## src/rtl/baud_tick_if.sv

```systemverilog
// Handshake and tick bundle between the baud tick generator and its UART client.
interface baud_tick_if #(
  parameter int DIV_W  = 16,
  parameter int FRAC_W = 4,
  parameter int OSR    = 16
);
  localparam int PH_W = (OSR > 1) ? $clog2(OSR) : 1;

  logic              en;
  logic [DIV_W-1:0]  div_int;
  logic [FRAC_W-1:0] div_frac;
  logic              div_load;
  logic              div_ack;
  logic              resync;
  logic              os_tick;
  logic              bit_tick;
  logic [PH_W-1:0]   os_phase;

  modport master (
    output en, div_int, div_frac, div_load, resync,
    input  div_ack, os_tick, bit_tick, os_phase
  );

  modport slave (
    input  en, div_int, div_frac, div_load, resync,
    output div_ack, os_tick, bit_tick, os_phase
  );
endinterface

```

## src/rtl/baud_tick_gen.sv

```systemverilog
// Fractional-N oversample/bit tick generator with double-buffered divisor and
// bit-phase resync for UART RX alignment.
module baud_tick_gen #(
  parameter int DIV_W    = 16,
  parameter int FRAC_W   = 4,
  parameter int OSR      = 16,
  parameter int RST_INT  = 27,
  parameter int RST_FRAC = 2
) (
  input logic       clk,
  input logic       rst,
  baud_tick_if.slave bus
);
  localparam int PH_W = (OSR > 1) ? $clog2(OSR) : 1;
  localparam logic [PH_W-1:0]   PH_MAX = PH_W'(OSR - 1);
  localparam logic [DIV_W-1:0]  MIN_DIV = DIV_W'(2);
  localparam logic [DIV_W:0]    ONE_P = (DIV_W+1)'(1);

  // Async assert, synchronous release of the internal reset.
  logic [1:0] rsync_q;
  logic       rst_s;

  always_ff @(posedge clk or posedge rst) begin
    if (rst) rsync_q <= 2'b11;
    else     rsync_q <= {rsync_q[0], 1'b0};
  end
  assign rst_s = rsync_q[1];

  logic [DIV_W-1:0]  cnt_q, cnt_d;
  logic [FRAC_W-1:0] acc_q, acc_d;
  logic              ext_q, ext_d;
  logic [PH_W-1:0]   ph_q, ph_d;
  logic [DIV_W-1:0]  act_int_q, act_int_d;
  logic [FRAC_W-1:0] act_frac_q, act_frac_d;
  logic              pend_vld_q, pend_vld_d;
  logic [DIV_W-1:0]  pend_int_q, pend_int_d;
  logic [FRAC_W-1:0] pend_frac_q, pend_frac_d;
  logic              os_tick_q, os_tick_d;
  logic              bit_tick_q, bit_tick_d;
  logic              ack_q, ack_d;
  logic [PH_W-1:0]   os_phase_q, os_phase_d;

  logic [DIV_W:0] period;
  logic           tick, apply;

  assign period = {1'b0, act_int_q} + {{DIV_W{1'b0}}, ext_q};
  assign tick   = bus.en && !bus.resync && ({1'b0, cnt_q} == (period - ONE_P));
  // Enabled: swap on a tick; disabled: swap on the next edge. Resync defers it.
  assign apply  = pend_vld_q && !bus.resync && (bus.en ? tick : 1'b1);

  always_comb begin
    cnt_d       = cnt_q;
    acc_d       = acc_q;
    ext_d       = ext_q;
    ph_d        = ph_q;
    act_int_d   = act_int_q;
    act_frac_d  = act_frac_q;
    pend_vld_d  = pend_vld_q;
    pend_int_d  = pend_int_q;
    pend_frac_d = pend_frac_q;

    if (bus.en) cnt_d = cnt_q + 1'b1;
    if (tick) begin
      cnt_d          = '0;
      {ext_d, acc_d} = {1'b0, acc_q} + {1'b0, act_frac_q};
      ph_d           = (ph_q == PH_MAX) ? '0 : ph_q + 1'b1;
    end
    if (apply) begin
      act_int_d  = (pend_int_q < MIN_DIV) ? MIN_DIV : pend_int_q;
      act_frac_d = pend_frac_q;
      cnt_d      = '0;
      acc_d      = '0;
      ext_d      = 1'b0;
      pend_vld_d = 1'b0;
    end
    // A load coincident with an apply stays pending for the following tick.
    if (bus.div_load) begin
      pend_vld_d  = 1'b1;
      pend_int_d  = bus.div_int;
      pend_frac_d = bus.div_frac;
    end
    if (bus.resync) begin
      cnt_d = '0;
      acc_d = '0;
      ext_d = 1'b0;
      ph_d  = '0;
    end

    os_tick_d  = tick;
    bit_tick_d = tick && (ph_q == PH_MAX);
    ack_d      = apply;
    os_phase_d = bus.resync ? '0 : ph_q;
  end

  always_ff @(posedge clk or posedge rst_s) begin
    if (rst_s) begin
      cnt_q       <= '0;
      acc_q       <= '0;
      ext_q       <= 1'b0;
      ph_q        <= '0;
      act_int_q   <= DIV_W'(RST_INT);
      act_frac_q  <= FRAC_W'(RST_FRAC);
      pend_vld_q  <= 1'b0;
      pend_int_q  <= '0;
      pend_frac_q <= '0;
      os_tick_q   <= 1'b0;
      bit_tick_q  <= 1'b0;
      ack_q       <= 1'b0;
      os_phase_q  <= '0;
    end else begin
      cnt_q       <= cnt_d;
      acc_q       <= acc_d;
      ext_q       <= ext_d;
      ph_q        <= ph_d;
      act_int_q   <= act_int_d;
      act_frac_q  <= act_frac_d;
      pend_vld_q  <= pend_vld_d;
      pend_int_q  <= pend_int_d;
      pend_frac_q <= pend_frac_d;
      os_tick_q   <= os_tick_d;
      bit_tick_q  <= bit_tick_d;
      ack_q       <= ack_d;
      os_phase_q  <= os_phase_d;
    end
  end

  assign bus.os_tick  = os_tick_q;
  assign bus.bit_tick = bit_tick_q;
  assign bus.div_ack  = ack_q;
  assign bus.os_phase = os_phase_q;
endmodule

```

## src/flat_wrapper.sv

```systemverilog
// flat-port wrapper written by rule: the top's interface ports become plain ports
module baud_tick_gen_flat 
#(
  parameter int DIV_W    = 16,
  parameter int FRAC_W   = 4,
  parameter int OSR      = 16,
  parameter int RST_INT  = 27,
  parameter int RST_FRAC = 2
)
  (clk, rst, bus_en, bus_div_int, bus_div_frac, bus_div_load, bus_resync, bus_div_ack, bus_os_tick, bus_bit_tick, bus_os_phase);
  baud_tick_if #(.DIV_W(DIV_W), .FRAC_W(FRAC_W), .OSR(OSR)) bus_i ();
  input logic clk;
  input logic rst;
  input wire logic [$bits(bus_i.en)-1:0] bus_en;
  input wire logic [$bits(bus_i.div_int)-1:0] bus_div_int;
  input wire logic [$bits(bus_i.div_frac)-1:0] bus_div_frac;
  input wire logic [$bits(bus_i.div_load)-1:0] bus_div_load;
  input wire logic [$bits(bus_i.resync)-1:0] bus_resync;
  output wire logic [$bits(bus_i.div_ack)-1:0] bus_div_ack;
  output wire logic [$bits(bus_i.os_tick)-1:0] bus_os_tick;
  output wire logic [$bits(bus_i.bit_tick)-1:0] bus_bit_tick;
  output wire logic [$bits(bus_i.os_phase)-1:0] bus_os_phase;
  assign bus_i.en = bus_en;
  assign bus_i.div_int = bus_div_int;
  assign bus_i.div_frac = bus_div_frac;
  assign bus_i.div_load = bus_div_load;
  assign bus_i.resync = bus_resync;
  assign bus_div_ack = bus_i.div_ack;
  assign bus_os_tick = bus_i.os_tick;
  assign bus_bit_tick = bus_i.bit_tick;
  assign bus_os_phase = bus_i.os_phase;
  baud_tick_gen #(.DIV_W(DIV_W), .FRAC_W(FRAC_W), .OSR(OSR), .RST_INT(RST_INT), .RST_FRAC(RST_FRAC)) u_core (.clk(clk), .rst(rst), .bus(bus_i));
endmodule
```

## config.mk

```make
export PLATFORM = sky130hd
export DESIGN_NAME = baud_tick_gen_flat
export DESIGN_NICKNAME = d
export VERILOG_FILES = /design/src/rtl/baud_tick_if.sv /design/src/rtl/baud_tick_gen.sv /design/src/flat_wrapper.sv
export SDC_FILE = /design/constraint.sdc
export NUM_CORES = 1
export LEC_CHECK = 0
export CAP_MARGIN = 25
export CORE_MARGIN = 1
export CORE_UTILIZATION = 50
export DETAILED_ROUTE_END_ITERATION = 10
export PLACE_DENSITY_LB_ADDON = 0.1
export RECOVER_POWER = 50
export SYNTH_ARGS = -nofsm -noshare
export SYNTH_HDL_FRONTEND = slang
export SYNTH_SLANG_ARGS = --single-unit
```

## constraint.sdc

```tcl
create_clock -name clk -period 2.7 [get_ports clk]
set_input_delay 0.27 -clock clk [delete_from_list [all_inputs] [get_ports clk]]
set_output_delay 0.27 -clock clk [all_outputs]
set_load 0.03 [all_outputs]
```

==> impl_results.md <==
* Outcome: finished with violations
* Failing checks: negative setup slack
* Flop pwr share at 45.6%
* Clock Latency Late Sink at 350 ps
* Vias in the first global route at 2,926
* Highest Clock Rate at 340 MHz
* Seq cells post-synth at 75
* DRT Pass-1 Iters at 4
* Final hold viol count at 0
* Hold slack at 371 ps
* GR Util met3 at 4.06%
* CP required at 2930 ps
* I/O Buffers at 31
* Final net count at 442
* Dpl hpwl at 5900 um
* First-pass GRT wire length at 14,200 um
* Post-Syn Instances at 338
* Final wirelength at 8110 um
* Final ANT Viol Nets at 0
* EDFF count, synth at 0
* Top FF cell, synth: dfrtp_1
* Post-Synth Adder-Cell Area at 3.09%
* Reg2Reg Setup Slack at -240 ps
* Vias per cell at 5.43
* Tightest Hold Check Type: in -> async
* Clk slew on worst S/H paths at 80 ps
* Crit share post-route at 109%
* Unrepaired setup endpoints after global routing: yes
* Pin count of the biggest net entering global routing at 27
* Die height at 90.2 um
* Final setup viols at 46
* Crit path depth at 11
* TritonCTS clock tree: done
* Fill count at 535
* Core area at 7370 um^2
* Total congestion overflow at 0
* Fin crit period at 2940 ps
* Placed cell count at 490
* Synth Area in Compound Gates at 7.71%
* Design area at 5000 um^2
* Switching share of power at 28.4%
* Clock power share at 30.2%
* Setup crit end kind: flip-flop
* Gr usage total at 22.3%
* Htree depth at 3
* Crit path cell chain: inv_2 > ha_4 > ha_4 > or3b_4 > or4_4 > o21bai_1 > a311oi_2 > and4_4 > a21oi_4 > buf_12 > mux2_4
* Sink Count at 75
* RD Place Congestion at 0.841
* Worst Reg-to-Reg Cells at 11
* Slew Limit Fails at 0
* CTS Buf Count at 9
* Syn nets at 372
* YS warnings at 0
* Post-synth cell types at 58
* Worst-path fanout max at 14
* Final instance count without filler cells at 512
* Worst rel slew slack at 36.4%
* Share of layout cells above drive strength 1 at 34.4%
* Synth Area in Simple Gates at 16.1%
* CP bufs+invs at 2
* Hold_buf cts at 0
* Area delta synth->final at 28.4%
* GR Util met1 at 30.1%
* CP dominant cell by count: ha_4
* Yosys top cell by area: dfrtp_1
* I/O Pins at 32
* Post-synthesis xor/xnor area fraction at 6.75%
* Root buf cell: clkbuf_8
* DRC violations left at 0
* Clock buffer depth at 2
* DR WL/cell at 15.8 um
* CP Class: reg -> reg
* Switching Power at 0.837 mW
* CP top delay family: simple AND/OR/NAND/NOR gates
* Die area at 8140 um^2
* Cell Int Power at 2.11 mW
* Leak at 2.09 nW
* CP Launch Type: flip-flop
* Worst path max stage delay at 430 ps
* Seq/Total Area, Yosys at 48.4%
* Critical-path top delay cell: or4_4
* Initial antenna violation count at 0
* Rows at 31
* Asr flop ratio synth at 100%
* Initial Utilization at 52.8%
* Placed instance area at 4600 um^2
* Met2 global-route usage at 34.7%
* Combinational share of power at 24.2%
* Worst slew pin tran at 951 ps
* Most Crowded Layer GR: met2
* Diodes inserted at 0
* CP Data Arrival Time at 3170 ps
* Die width at 90.2 um
* Multiplexer share of the synthesized area at 13.7%
* Largest family of logic cells by synthesized area: simple AND/OR/NAND/NOR gates
* Max-Cap Viols at 0
* PwrDens at 590 nW/um^2
* Cell area after synthesis at 3890 um^2
* Vias at 2,781
* Synth top area cells: dfrtp_1, mux2_2, mux2_4
* Mean Syn Cell Area at 11.5 um^2
* Setup ws final at -240 ps
* Worst clock skew at 12.2 ps
* Yosys top cell area share at 43.7%
* VDD IR-drop max at 0.000331 V
* Starting DRT DRC Count at 137
-- flip-flops by register name (all words and copies together) (netlist names) --
| name | flops |
|---|---|
| u_core.acc_q | 4 |
| u_core.act_frac_q | 4 |
| u_core.act_int_q | 16 |
| u_core.bus.bit_tick | 1 |
| u_core.bus.div_ack | 1 |
| u_core.bus.os_phase | 4 |
| u_core.bus.os_tick | 1 |
| u_core.cnt_q | 16 |
| u_core.ext_q | 1 |
| u_core.pend_frac_q | 4 |
| u_core.pend_int_q | 16 |
| u_core.pend_vld_q | 1 |
| u_core.ph_q | 4 |
| u_core.rsync_q | 2 |
-- worst paths after layout --
path                                  endpoint               from
setup / recovery           u_core.act_int_q[7]       u_core.ext_q
hold / removal               u_core.rsync_q[1]                rst
setup reg to reg           u_core.act_int_q[7]       u_core.ext_q
hold reg to reg              u_core.rsync_q[1]  u_core.rsync_q[0]
max in group asynchronous      u_core.cnt_q[8]  u_core.rsync_q[1]
min in group clk             u_core.rsync_q[1]  u_core.rsync_q[0]
-- cells in the mapped netlist (2+ instances only) --
cell       n
inv_1     16
nor2b_1   10
a31oi_1    2
nand4_1    5
or3_1      3
and3_1     2
a21oi_1   12
or3b_2     2
buf_6      2
a311oi_1   2
dfrtp_1   68
nor4_1     9
o311ai_0   2
xnor2_1   17
o211ai_1   2
a211oi_1   2
nor3_1     7
nand2_1   11
o21ai_0    8
mux2_4    17
and4_1     2
or4_1      2
clkbuf_1   6
xor2_1    13
and3b_1    2
mux2i_1    2
nand3_1   13
dfstp_2    7
ha_1       8
buf_12     2
a21o_1     2
o31ai_1    3
nor2_1    28
mux2_2    23
o32ai_1    3
-- power by group through the flow --
stage                     logic (mW)  clock network [mW]  registers, mW
after CTS                      0.699               0.913           1.34
final                          0.713               0.890           1.35
after global routing           0.769               0.958           1.36
after global placement         0.642                   0           1.36
after floorplan                0.421                   0           1.35
after detailed placement       0.655                   0           1.36
-- layer usage --
metal | wire length, um | share of wire, %
met5 | 0 | 0
met4 | 107 | 1.3
met3 | 260 | 3.2
met2 | 3820 | 47
met1 | 3920 | 48
-- placed cells by master, fill, tap and decap left out, types with 7 or more instances in the layout --
cell,count
nand2_1,11
clkbuf_8,11
nor3_1,7
nand3_1,13
dfstp_2,7
xnor2_1,17
nor2b_1,10
mux2_2,23
xor2_1,13
clkdlybuf4s50_1,29
inv_1,13
dfrtp_1,68
nor2_1,27
a21oi_1,10
mux2_4,17
buf_4,31
-- final cells by class --
type                    instances  area, um^2  share of cell area [%]
multi-input cells             235        2060                    41.2
flip-flops and latches         75        1890                    37.7
repair buffers                 71         659                    13.2
clock buffers                  12         155                    3.10
well taps                      99         124                    2.48
inverters                      16        65.1                    1.30
clock inverters                 4        50.0                    1.00
-- kinds of logic (layout without fill, tap and decap cells) --
kind of cell,after synthesis,after routing
other cells,1,1
simple gates,110,110
compound gates,43,43
mux,42,42
xor+xnor,30,30
buf+inv,28,103
fa+ha+maj,9,9
flops,75,75
-- per-stage QoR --
step / TNS [ps] / util, % / power [mW] / setup slack [ps]
CTS: -8220 / 67.0 / 2.96 / -246
finish: -8020 / 67.8 / 2.95 / -240
detailed placement: -13980 / 62.5 / 2.02 / -380
global route: -12820 / 67.8 / 3.09 / -322
floorplan: -4740 / - / 1.77 / -208
global placement: -10950 / 62.5 / 2.00 / -279
-- timing repair --
item / 4_1_cts / 5_1_grt
gates resized for setup: 24 / 7
setup endpoints to repair: 49 / 49
buffers inserted: 3 / 3
pin swaps: 3 / 3
Power figures use the tool's default switching activity.
